**config.mk**
```make
export PLATFORM = sky130hd
export DESIGN_NAME = regfile_mp
export DESIGN_NICKNAME = d
export VERILOG_FILES = /design/src/rtl/regfile_mp.sv
export SDC_FILE = /design/constraint.sdc
export NUM_CORES = 2
export LEC_CHECK = 0
export CORE_ASPECT_RATIO = 0.8
export CORE_UTILIZATION = 45
export CTS_CLUSTER_SIZE = 25
export DETAILED_ROUTE_END_ITERATION = 12
export GPL_ROUTABILITY_DRIVEN = 0
export PLACE_DENSITY_LB_ADDON = 0.1
export SETUP_SLACK_MARGIN = 0.2
export SLEW_MARGIN = 20
export SYNTH_ARGS = -nofsm -noshare
export SYNTH_HDL_FRONTEND = slang
export SYNTH_SLANG_ARGS = --single-unit
```
**constraint.sdc**
```tcl
create_clock -name clk -period 6.7 [get_ports clk]
set_input_delay 2.01 -clock clk [delete_from_list [all_inputs] [get_ports clk]]
set_output_delay 2.01 -clock clk [all_outputs]
set_load 0.01 [all_outputs]
```
**src/rtl/regfile_mp.sv**
```systemverilog
// Multi-read-port register file with registered reads, same-cycle write bypass
// and a per-register busy scoreboard. Read latency 1 cycle; no backpressure.
module regfile_mp #(
  parameter int DATA_W   = 32,
  parameter int ADDR_W   = 5,
  parameter int NUM_RD   = 2,
  parameter int ZERO_REG = 1
) (
  input  logic                       clk,
  input  logic                       rst,
  input  logic                       wr_en,
  input  logic [ADDR_W-1:0]          wr_addr,
  input  logic [DATA_W-1:0]          wr_data,
  input  logic [NUM_RD-1:0]          rd_en,
  input  logic [NUM_RD*ADDR_W-1:0]   rd_addr,
  output logic [NUM_RD*DATA_W-1:0]   rd_data,
  output logic [NUM_RD-1:0]          rd_busy,
  output logic [NUM_RD-1:0]          rd_valid,
  input  logic                       resv_en,
  input  logic [ADDR_W-1:0]          resv_addr,
  output logic [(1<<ADDR_W)-1:0]     busy_vec
);

  localparam int DEPTH = 1 << ADDR_W;

  logic [DATA_W-1:0] mem_q [DEPTH];
  logic [DEPTH-1:0]  busy_q, busy_d;
  logic              wr_ok, resv_ok;

  logic [ADDR_W-1:0] rd_addr_w  [NUM_RD];
  logic [DATA_W-1:0] rd_data_q  [NUM_RD];
  logic [DATA_W-1:0] rd_data_d  [NUM_RD];
  logic [NUM_RD-1:0] rd_busy_q, rd_busy_d, rd_valid_q;

  assign wr_ok   = wr_en   && !((ZERO_REG != 0) && (wr_addr   == '0));
  assign resv_ok = resv_en && !((ZERO_REG != 0) && (resv_addr == '0));

  // Reservation is applied after the write clear so a new producer wins.
  always_comb begin
    busy_d = busy_q;
    if (wr_ok)   busy_d[wr_addr]   = 1'b0;
    if (resv_ok) busy_d[resv_addr] = 1'b1;
  end

  always_comb begin
    for (int p = 0; p < NUM_RD; p++) begin
      rd_data_d[p] = rd_data_q[p];
      rd_busy_d[p] = rd_busy_q[p];
      if (rd_en[p]) begin
        if ((ZERO_REG != 0) && (rd_addr_w[p] == '0)) begin
          rd_data_d[p] = '0;
          rd_busy_d[p] = 1'b0;
        end else begin
          rd_data_d[p] = (wr_ok && (wr_addr == rd_addr_w[p])) ? wr_data : mem_q[rd_addr_w[p]];
          rd_busy_d[p] = busy_d[rd_addr_w[p]];
        end
      end
    end
  end

  always_ff @(posedge clk) begin
    if (rst) begin
      for (int n = 0; n < DEPTH; n++) mem_q[n] <= '0;
      busy_q <= '0;
    end else begin
      if (wr_ok) mem_q[wr_addr] <= wr_data;
      busy_q <= busy_d;
    end
  end

  always_ff @(posedge clk) begin
    if (rst) begin
      for (int p = 0; p < NUM_RD; p++) rd_data_q[p] <= '0;
      rd_busy_q  <= '0;
      rd_valid_q <= '0;
    end else begin
      for (int p = 0; p < NUM_RD; p++) rd_data_q[p] <= rd_data_d[p];
      rd_busy_q  <= rd_busy_d;
      rd_valid_q <= rd_en;
    end
  end

  for (genvar g = 0; g < NUM_RD; g++) begin : g_port
    assign rd_addr_w[g]                  = rd_addr[g*ADDR_W +: ADDR_W];
    assign rd_data[g*DATA_W +: DATA_W]   = rd_data_q[g];
  end

  assign rd_busy  = rd_busy_q;
  assign rd_valid = rd_valid_q;
  assign busy_vec = busy_q;

endmodule

```
== Word level (Yosys, flattened, before mapping) ==
Memories as Yosys holds them, arrays and structs flattened.
Index checks and enable logic that the tools add are counted.

* Reductions and logical operators: 13
* Equal/unequal tests: 2
* Muxes and demuxes: 29
* Order comparisons: 6
* Bitwise operators: 5

{| class="wikitable"
|+ Operators with widths
! kind !! count
|-
| 32-bit 2-to-1 mux || 11
|-
| 32-bit bitwise AND || 1
|-
| 32-bit NOT || 1
|-
| 32-bit bitwise OR || 1
|-
| 32-bit OR reduction || 1
|-
| 5-bit by 6-bit less-than comparator with 1-bit output, second input constant || 4
|-
| 5-bit zero test || 4
|-
| 1-bit 2-to-1 mux || 13
|-
| 1-bit binary-select mux with 5-bit select || 2
|-
| 1-bit demux with 5-bit select || 2
|-
| 5-bit == test || 2
|-
| 5-bit by 1-bit >= comparator with 1-bit output, second input constant || 2
|-
| 1-bit logical AND || 6
|-
| 5-bit 2-to-1 mux || 1
|-
| 1-bit zero test || 2
|-
| 1-bit bitwise OR || 2
|}

* Logic and storage cells: 61
* Bits in registers: 36
* Input bits: 58
* Output and inout bits: 100
* Memories: 2
* Memory bits (writable): 1,088

{| class="wikitable"
|+ Memory list
! memory !! depth !! width !! read ports !! clocked after memory_dff !! wr ports !! RTL line !! source
|-
| mem_q || 32 || 32 || 2 || 0 || 32 || 26 || <nowiki>logic [DATA_W-1:0] mem_q [DEPTH];</nowiki>
|-
| rd_data_q || 2 || 32 || 2 || 0 || 2 || 31 || <nowiki>logic [DATA_W-1:0] rd_data_q [NUM_RD];</nowiki>
|}

== Depth between registers and ports, before layout ==
* Depth in word-level cells: 12
* Mapped depth: 10
* Depth with buffers taken out: 7

== Worst setup path after synthesis ==
No wires, ideal clock.

* Path type: input to register
* Start point: in wr_addr[2]
* End point: mem mem_q[1][0], enable pin
* Stages on the path: 3
* Path slack: 2,205 ps
* Path buffers: 1
* Required time: 6,272 ps
* Setup time: 428 ps
* Arrival: 4,067 ps
* Path through: or3_1 buf_4 o21bai_1

{| class="wikitable"
|+ RTL lines
! item !! RTL line !! source
|-
| start, declared || 12 || <nowiki>input logic [ADDR_W-1:0] wr_addr,</nowiki>
|-
| end, declared || 26 ||
|}

==> metrics.cfg <==
[sta]
setup_viol = 0
finalCritPeriodShare_pct = 76.2
grt_setup_unrepaired = no
maxSlewHeadroom_pct = 24.2
timing.hold.ws_ns = 0.471
fin_tns_setup_ns = 0
clock.fmax_ghz = 0.196
hold_viol = 0
skew_ns = 0.0254
tightest_slew_ns = 1.14
timing.final.crit_period_ns = 5.11
drv_slew = 0

[detailed_routing]
dr.first_iter.drc_count = 5754
drc = 12
drt_pass1_iterations = 10
routedWlPerCell_um = 36.0
via_per_inst = 6.46
wl_mm = 221
ant_nets = 0
vias = 39600

[placement]
place_area_mm2 = 0.0636
place_inst = 5897
dp_hpwl_mm = 131
port_buffers = 157

[synthesis]
synth_cell_types = 68
muxShareOfSynthArea_pct = 21.6
synthSimpleGateAreaFrac_pct = 13.8
synth_warnings = 0
synthTopCellsByArea = edfxtp_1 (51%), mux4_2 (17%), and2_1 (10%), mux2i_1 (4.2%), dfxtp_1 (3.3%)
synthAdderAreaFrac_pct = 0
synth-compound-area-share_pct = 6.02
synth.largest_area_cell = edfxtp_1
netlist.area_leader.share_pct = 51.4
async_reset_ff_share_pct = 0
synth_edf_count = 1024
synth.most_common_cell = edfxtp_1
yosys_register_bits = 1124
syn_inst = 4249
syn_area_per_cell_um2 = 14.1
synthXorXnorAreaFrac_pct = 0.146
synth_area_mm2 = 0.0599
synth_top_family_by_area = multiplexers
synth-main-ff-cell = edfxtp_1
netlist_top_cells_count = edfxtp_1 (1,024), and2_1 (992), mux4_2 (462)
synth-seq-area-share_pct = 54.7

[clocking]
cts_inserted_buffers = 119
cts_hold_buf = 0
htree_levels = 3
cts_root_buf = clkbuf_16
clkLatencyLatePin_ns = 0.76
cts.sinks = 1124
postCtsSetupBuffers = 0
ctsResizeCount = 0
cts.path.max_buffers = 3
cts_tree = done
clk_pin_slew_ns = 0.06

[power]
p_comb_share_pct = 12.6
vdd_ir_drop_max_mv = 0.206
p_leak_nw = 23.3
p_sw_mw = 4.44
seqPwrFrac_pct = 47.8
intPower_mw = 12.9
powerDensity_mw_per_mm2 = 256
switching_share_pct = 25.7
clkPwrFrac_pct = 39.6

[worst_setup_path]
start_kind = input port
path_max_fanout = 59
criticalPathCategory = in2reg
crit_required_ns = 7.37
cp.arrival_ns = 5.77
critPathCaptureType = flip-flop

[global_routing]
grt_max_degree = 94
grt_pass1_vias = 38000
grt.overflow.total = 0
grt_usage_pct = 32.7
antenna_found_initial = 22
grt_pass1_wl_mm = 307

[status]
violations = design-rule violations
status = finished with violations

[job]
cap_violations = 0

[die]
dieArea_mm2 = 0.135
fp-row-count = 119
dieHeight_um = 328
io_pins = 158
core-area_mm2 = 0.132
die-width_um = 410
start_util_pct = 45.4

[final_layout]
design_area_mm2 = 0.0675
instances_no_fill = 6134
seqCellArea_mm2 = 0.0328
area_delta_synth_final_pct = 12.8
drive_gt1_share_pct = 20.9
multi_input_area_mm2 = 0.0254
fin_nets = 4322
nFillCells = 11100

[min_path]
hold_path.class = reg2reg

[power by group through the flow]
stage / Clock, mW / Sequential (mW) / Combinational, mW
6_report: 6.85 / 8.28 / 2.18
5_1_grt: 7.15 / 8.32 / 2.26
4_1_cts: 6.90 / 8.28 / 2.15
3_5_place_dp: 0 / 8.42 / 2.15
3_3_place_gp: 0 / 8.41 / 2.14
2_1_floorplan: 0 / 8.34 / 1.33
[per-layer routing]
metal / track usage [%] / vias up / part of all wire, %
met1: 47.2 / 20700 / 42
met4: 10.4 / 0 / 3.4
met5: 0 / - / 0
met2: 49.9 / 2260 / 45
li1: - / 16300 / -
met3: 6.65 / 375 / 9.8
[critical path, cell delays in order]
cell and delay (ns):
clkdlybuf4s50_1 0.82, or3_1 0.69, o31ai_4 0.10, nor4_1 0.50, nand3_4 0.82, buf_4 0.46
nand3_1 0.08, o21ai_1 0.07, o21ai_1 0.14
[registers in the layout (all words and copies together), names as in the netlist]
name / cells
busy_vec: 32
mem_q: 1024
rd_busy: 2
rd_data_q: 64
rd_valid: 2
[cell usage in the layout, fill, tap and decap left out, drive strengths merged, types with 5 or more instances in the layout]
cell type / synthesis / routed
o21ai: 103 / 103
nor3b: 6 / 6
nor2: 138 / 138
a22oi: 75 / 75
mux2i: 254 / 254
bufinv: 0 / 14
edfxtp: 1024 / 1024
a221oi: 125 / 125
nor2b: 6 / 6
clkinv: 1 / 45
nand2b: 27 / 27
xor2: 6 / 6
o211ai: 68 / 68
a21oi: 42 / 42
nand3: 47 / 47
dfxtp: 100 / 100
a32oi: 6 / 6
inv: 6 / 10
and3: 5 / 5
clkbuf: 315 / 161
clkdlybuf4s50: 0 / 140
a21o: 5 / 5
mux4: 462 / 462
nand2: 205 / 205
a311oi: 32 / 32
conb: 1 / 32
and3b: 8 / 8
diode: 0 / 12
buf: 137 / 174
and2: 992 / 992
nand3b: 7 / 7
[area by class of cell]
class / count / area share [%]
diodes: 12 / 0.0445
flip-flops and latches: 1124 / 48.5
clock inverters: 65 / 1.02
repair buffers: 315 / 4.69
multi-input cells: 2697 / 37.7
clock buffers: 160 / 4.79
inverters: 7 / 0.0500
well taps: 1754 / 3.25
[per-stage QoR]
step	utilization (%)	total power, mW	worst slack [ns]
finish	51.3	17.3	1.59
global route	51.2	17.7	1.46
CTS	51.3	17.3	1.72
detailed placement	48.3	10.6	0.920
global placement	48.3	10.5	0.999
floorplan	-	9.67	2.20
[kinds of logic after synthesis]
kind of cell    after synthesis
simple gates               1460
mux                         716
xor+xnor                     10
other cells                   1
compound gates              479
flops                      1124
buf+inv                     459
[worst paths after layout]
kind	start	slack [ns]	endpoint	cells past startpoint
min	rd_data_q[0][50]	0.47	rd_data_q[0][50]	2
max reg2reg	mem_q[1][25]	4.42	rd_data_q[0][25]	6
min reg2reg	rd_data_q[0][50]	0.47	rd_data_q[0][50]	2
max	wr_addr[3]	1.59	rd_data_q[0][42]	9
No activity file was read; power rests on OpenSTA's default activity.
